<file path="config.mk">
export PLATFORM = sky130hd
export DESIGN_NAME = pkt_ff_wr_arb
export DESIGN_NICKNAME = d
export VERILOG_FILES = /design/src/rtl/pkt_ff_arb_pkg.sv /design/src/rtl/pkt_rr_arb.sv /design/src/rtl/pkt_ff_wr_arb.sv
export SDC_FILE = /design/constraint.sdc
export NUM_CORES = 1
export LEC_CHECK = 0
export ABC_AREA = 1
export CORE_UTILIZATION = 35
export DETAILED_ROUTE_END_ITERATION = 12
export PLACE_DENSITY = 0.69
export SYNTH_ARGS = -nofsm -noshare
export SYNTH_HDL_FRONTEND = slang
export SYNTH_SLANG_ARGS = --single-unit
</file>
<file path="constraint.sdc">
create_clock -name clk -period 2.2 [get_ports clk]
set_input_delay 0.33 -clock clk [delete_from_list [all_inputs] [get_ports clk]]
set_output_delay 0.33 -clock clk [all_outputs]
set_load 0.01 [all_outputs]
</file>
<file path="src/rtl/pkt_ff_arb_pkg.sv">
// Shared types and helpers for the packet FIFO write-side arbiter.
package pkt_ff_arb_pkg;

    localparam int unsigned MAX_SRC   = 8;
    localparam int unsigned MAX_SEL_W = 3;

    typedef enum logic [1:0] {
        IDLE = 2'd0,
        XFER = 2'd1,
        DROP = 2'd2
    } state_t;

    // Rotate the request vector so bit 0 is the source right after 'last'.
    function automatic logic [MAX_SRC-1:0] rr_rotate(
        input logic [MAX_SRC-1:0] req,
        input int unsigned        num,
        input int unsigned        last
    );
        logic [MAX_SRC-1:0] rot;
        rot = '0;
        for (int unsigned k = 0; k < MAX_SRC; k++) begin
            if (k < num) begin
                rot[MAX_SEL_W'(k)] = req[MAX_SEL_W'((last + 1 + k) % num)];
            end
        end
        return rot;
    endfunction

endpackage

</file>
<file path="src/rtl/pkt_rr_arb.sv">
// Combinational round-robin selector: first requester after 'last', cyclically.
module pkt_rr_arb
    import pkt_ff_arb_pkg::*;
#(
    parameter  int unsigned NUM_SRC = 4,
    localparam int unsigned SEL_W   = $clog2(NUM_SRC)
) (
    input  logic [NUM_SRC-1:0] req,
    input  logic [SEL_W-1:0]   last,
    output logic [SEL_W-1:0]   gnt_idx,
    output logic               gnt_vld
);

    logic [MAX_SRC-1:0] req_ext;
    logic [MAX_SRC-1:0] rot;

    // Pick the lowest set bit of the rotated vector and map it back to a source index.
    always_comb begin
        req_ext                = '0;
        req_ext[NUM_SRC-1:0]   = req;
        rot                    = rr_rotate(req_ext, NUM_SRC, 32'(last));
        gnt_vld                = 1'b0;
        gnt_idx                = '0;
        for (int unsigned k = 0; k < MAX_SRC; k++) begin
            if (!gnt_vld && rot[MAX_SEL_W'(k)]) begin
                gnt_vld = 1'b1;
                gnt_idx = SEL_W'((32'(last) + 1 + k) % NUM_SRC);
            end
        end
    end

endmodule

</file>
<file path="src/rtl/pkt_ff_wr_arb.sv">
// Packet-granular round-robin arbiter sharing one FIFO write port between sources.
module pkt_ff_wr_arb
    import pkt_ff_arb_pkg::*;
#(
    parameter  int unsigned NUM_SRC   = 4,
    parameter  int unsigned DATA_W    = 32,
    parameter  int unsigned STALL_MAX = 255,
    parameter  int unsigned CNT_W     = 16,
    localparam int unsigned SEL_W     = $clog2(NUM_SRC)
) (
    input  logic                      clk,
    input  logic                      rst_n,
    input  logic [NUM_SRC-1:0]        src_valid,
    input  logic [NUM_SRC-1:0]        src_sop,
    input  logic [NUM_SRC-1:0]        src_eop,
    input  logic [NUM_SRC-1:0]        src_error,
    input  logic [NUM_SRC*DATA_W-1:0] src_data,
    output logic [NUM_SRC-1:0]        src_ready,
    input  logic                      ff_full,
    output logic                      ff_valid,
    output logic                      ff_sop,
    output logic                      ff_eop,
    output logic                      ff_error,
    output logic [DATA_W-1:0]         ff_data,
    output logic [CNT_W-1:0]          drop_cnt
);

    localparam int unsigned STALL_W = 16;

    state_t             state;
    logic [SEL_W-1:0]   grant;
    logic [SEL_W-1:0]   last;
    logic [STALL_W-1:0] stall_cnt;
    logic [SEL_W-1:0]   arb_idx;
    logic               arb_vld;
    logic [NUM_SRC-1:0] elig;
    logic               accept;
    logic               stall_hit;
    logic [CNT_W-1:0]   drop_nxt;
    logic [DATA_W-1:0]  data_arr [NUM_SRC];

    for (genvar i = 0; i < NUM_SRC; i++) begin : g_unpack
        assign data_arr[i] = src_data[i*DATA_W +: DATA_W];
    end

    // Only a valid start-of-packet beat may win arbitration.
    assign elig = src_valid & src_sop;

    pkt_rr_arb #(
        .NUM_SRC (NUM_SRC)
    ) u_rr (
        .req     (elig),
        .last    (last),
        .gnt_idx (arb_idx),
        .gnt_vld (arb_vld)
    );

    // Ready goes only to the granted source; DROP drains regardless of FIFO space.
    always_comb begin
        src_ready = '0;
        case (state)
            XFER:    src_ready[grant] = ~ff_full;
            DROP:    src_ready[grant] = 1'b1;
            default: src_ready = '0;
        endcase
    end

    assign accept    = src_valid[grant] & src_ready[grant];
    assign stall_hit = (stall_cnt == STALL_W'(STALL_MAX - 1));
    assign drop_nxt  = (drop_cnt == {CNT_W{1'b1}}) ? drop_cnt : drop_cnt + CNT_W'(1);

    // Packet sequencer: grant hold, beat forwarding, stall abort and drop drain.
    always_ff @(posedge clk or negedge rst_n) begin
        if (!rst_n) begin
            state     <= IDLE;
            grant     <= '0;
            last      <= SEL_W'(NUM_SRC - 1);
            stall_cnt <= '0;
            drop_cnt  <= '0;
            ff_valid  <= 1'b0;
            ff_sop    <= 1'b0;
            ff_eop    <= 1'b0;
            ff_error  <= 1'b0;
            ff_data   <= '0;
        end else begin
            ff_valid <= 1'b0;
            ff_sop   <= 1'b0;
            ff_eop   <= 1'b0;
            ff_error <= 1'b0;
            ff_data  <= '0;
            case (state)
                IDLE: begin
                    stall_cnt <= '0;
                    if (arb_vld) begin
                        grant <= arb_idx;
                        state <= XFER;
                    end
                end
                XFER: begin
                    if (accept) begin
                        ff_valid  <= 1'b1;
                        ff_sop    <= src_sop[grant];
                        ff_eop    <= src_eop[grant];
                        ff_error  <= src_error[grant];
                        ff_data   <= data_arr[grant];
                        stall_cnt <= '0;
                        if (src_error[grant]) begin
                            drop_cnt <= drop_nxt;
                        end
                        if (src_eop[grant]) begin
                            state <= IDLE;
                            last  <= grant;
                        end else if (src_error[grant]) begin
                            state <= DROP;
                        end
                    end else if (ff_full) begin
                        if (stall_hit) begin
                            // Abort beat makes the FIFO rewind; it needs no free slot.
                            ff_valid  <= 1'b1;
                            ff_error  <= 1'b1;
                            stall_cnt <= '0;
                            drop_cnt  <= drop_nxt;
                            state     <= DROP;
                        end else begin
                            stall_cnt <= stall_cnt + STALL_W'(1);
                        end
                    end
                end
                DROP: begin
                    if (accept && src_eop[grant]) begin
                        state <= IDLE;
                        last  <= grant;
                    end
                end
                default: state <= IDLE;
            endcase
        end
    end

endmodule

</file>
==> flow_summary.json <==
{
  "routed_via_density": 5.104,
  "crit_arrival_ns": 1.82,
  "cp-end-kind": "primary output",
  "antenna_found_initial": 0,
  "crit_required_ns": 1.87,
  "synth_top_cell_by_area": "dfrtp_1",
  "clkPwrFrac": 0.263,
  "maxCapViolations": 0,
  "drcViolationCount": 0,
  "cts_tree": "yes",
  "pwr-share-seq": 0.271,
  "worstMarginPinSlew_ns": 0.6453,
  "synthAdderAreaFrac": 0.01643,
  "min_period_ns": 2.147,
  "syn2layout_area_growth_pct": 55.93,
  "grt_overflow": 0,
  "grt_max_degree": 39,
  "synth_commonest_cells": "nand2_1 (171), dfrtp_1 (72), a22oi_1 (66)",
  "clk_path_buf_depth": 2,
  "switching_share": 0.4058,
  "hold_class": "input pin to asynchronous set/reset pin",
  "synth_compound_gate_area_share": 0.1824,
  "nFillCells": 1166,
  "peakVddDrop_v": 0.0005198,
  "fmax_mhz": 465.8,
  "r2r-start": "state[0]",
  "htreeDepth": 3,
  "yosys_warnings": 0,
  "total_power_mw": 6.042,
  "tns_ns": 0,
  "first_global_vias": 4633,
  "drive_gt1_frac": 0.06188,
  "place_hpwl_um": 11920,
  "fin_crit_sh": 0.9757,
  "powerDensity_mw_per_mm2": 848.3,
  "internal_power_mw": 3.590,
  "coreArea_mm2": 0.01267,
  "yosys-top-cells-area": "dfrtp_1 (39%), nand2_1 (14%), a22oi_1 (11%)",
  "grt_pass1_wl_um": 23620,
  "synthArstFlopShare": 1.000,
  "synth_cells": 603,
  "synth_top_family_by_area": "simple AND/OR/NAND/NOR gates",
  "reg2reg_to": "stall_cnt[0]",
  "status": "complete, no violations",
  "setup_viol": 0,
  "drt-wirelength-per-cell_um": 15.99,
  "initial_core_util": 0.3605,
  "rr_worst_depth": 10,
  "slew_violations": 0,
  "root_buffer": "clkbuf_16",
  "path_clk_slew_ns": 0.06,
  "cts_setup_buffers": 0,
  "yosysSeqAreaShare": 0.4059,
  "grt_usage": 0.2276,
  "die-area_mm2": 0.01351,
  "dieWidth_um": 116.2,
  "cts_inserted_buffers": 9,
  "dr.first_iter.drc_count": 447,
  "synthMostInstantiatedCell": "nand2_1",
  "synth-simple-area-share": 0.2753,
  "portBuffers": 202,
  "final_nets": 956,
  "worstSetupPathType": "register to primary output",
  "synth_cell_types": 35,
  "ant_nets": 0,
  "wirelength_um": 15680,
  "synth_nets": 756,
  "reg2reg_slack_ns": 0.17,
  "switchingPower_mw": 2.452,
  "cts.sinks": 74,
  "pin_count": 203,
  "synth_edf_count": 0,
  "synth_xor_area_frac": 0.04410,
  "rows": 41,
  "syn_area_mm2": 0.004568,
  "synth_top_flop_cell": "dfrtp_1",
  "cp-start-kind": "register",
  "max_slew_margin": 0.5682,
  "skew_ns": 0.007913,
  "clock_latency_ns": 0.33,
  "cp_max_fo": 5,
  "synthMuxAreaShare": 0,
  "via_count": 5002,
  "ys_seq_elements": 74,
  "hold_viol": 0,
  "static-leakage-power_nw": 3.029,
  "dr.pass1.iters": 5,
  "yosys.area.top_type_share": 0.3944,
  "syn_avg_cell_area_um2": 7.576,
  "gp_congestion": 0.8942,
  "die_h_um": 116.2,
  "grt_setup_unrepaired": "yes",
  "pwr-share-comb": 0.466,
  "diodes": 0
}
[registers in the layout, summed over array words and instances (netlist names)]
| signal | cells |
|---|---|
| drop_cnt | 16 |
| ff_data | 32 |
| ff_eop | 1 |
| ff_error | 1 |
| ff_sop | 1 |
| ff_valid | 1 |
| grant | 2 |
| last | 2 |
| stall_cnt | 16 |
| state | 2 |
[critical path: stages, from the launching register on]
cell           delay, ns
dfrtp_1             0.42
inv_1               0.09
ha_1                0.30
inv_1               0.11
a21oi_1             0.24
dlygate4sd2_1       0.31
[cell type report]
cell class	instances	area, um^2	area share
Multi-Input combinational cell	453	2396	0.3364
Timing Repair Buffer	217	2155	0.3025
Sequential cell	74	1854	0.2603
Clock buffer	11	242.7	0.03408
Tap cell	172	215.2	0.03021
Inverter	48	182.7	0.02565
Clock inverter	5	77.57	0.01089
[metrics by stage]
step	cells	instance area, um^2	hold slack (ns)	worst slack [ns]	util
2_1_floorplan	603	4568	0.03441	0.2607	-
3_3_place_gp	963	6774	0.3294	-0.01820	0.5346
3_5_place_dp	963	6774	0.3388	-0.01490	0.5346
4_1_cts	980	7118	0.5056	0.09717	0.5618
5_1_grt	980	7123	0.5581	-0.001359	0.5622
6_report	980	7123	0.5010	0.05337	0.5622
[power groups by stage]
stage          logic, mW  clock network (mW)  registers (mW)
4_1_cts             2.80                1.61            1.64
6_report            2.81                1.59            1.64
3_3_place_gp        2.67                   0            1.65
5_1_grt             3.11                1.69            1.66
2_1_floorplan       1.89                   0            1.61
3_5_place_dp        2.77                   0            1.66
[cells by family after synthesis]
kind of cell | after synthesis
xor gates and xnor gates | 23
AOI/OAI and AO/OA | 130
and+or+nand+nor | 294
adders and majority gates | 6
DFF | 74
buffers and inverters | 76
[placed cells by master, fill, tap and decap left out, types with 3 or more instances in the layout]
| master | Yosys | routed |
|---|---|---|
| nand3_1 | 40 | 40 |
| o21ai_0 | 6 | 6 |
| xor2_1 | 18 | 18 |
| a21oi_1 | 42 | 41 |
| o21ai_1 | 13 | 13 |
| inv_1 | 43 | 43 |
| nand4_1 | 14 | 14 |
| nor2_2 | 1 | 3 |
| a22oi_1 | 66 | 66 |
| nor2_1 | 41 | 39 |
| xnor2_1 | 5 | 5 |
| ha_1 | 6 | 4 |
| nand2_1 | 171 | 171 |
| buf_4 | 4 | 13 |
| inv_2 | 3 | 3 |
| nand3b_1 | 3 | 3 |
| dfrtp_1 | 72 | 72 |
| clkbuf_16 | 0 | 9 |
| clkdlybuf4s50_1 | 0 | 197 |
| nor3_1 | 16 | 15 |
| dlygate4sd2_1 | 0 | 4 |
[what timing repair did]
item | 4_1_cts | 5_1_grt
endpoints found under the setup margin | 4 | 23
hold endpoints to repair | 34 | 0
hold buffers | 1 | 0
resized for setup | 8 | 1
[layer usage]
metal,global-route usage,share of wire,vias up
li1,-,-,2451
met1,0.3133,0.44,2350
met2,0.3578,0.48,170
met3,0.03684,0.054,31
met4,0.08889,0.025,0
met5,0,0,-
[worst max path at each step]
| stage | startpoint | to | slack [ns] | depth (start not counted) |
|---|---|---|---|---|
| finish | state[0] | src_ready[1] | 0.05 | 5 |
| global route | state[0] | src_ready[1] | -0.001 | 5 |
| CTS | state[0] | src_ready[1] | 0.1 | 5 |
| detailed placement | ff_full | src_ready[0] | -0.01 | 5 |
| global placement | ff_full | src_ready[1] | -0.02 | 5 |
| floorplan | state[1] | src_ready[2] | 0.26 | 7 |
Power figures use the tool's default switching activity.
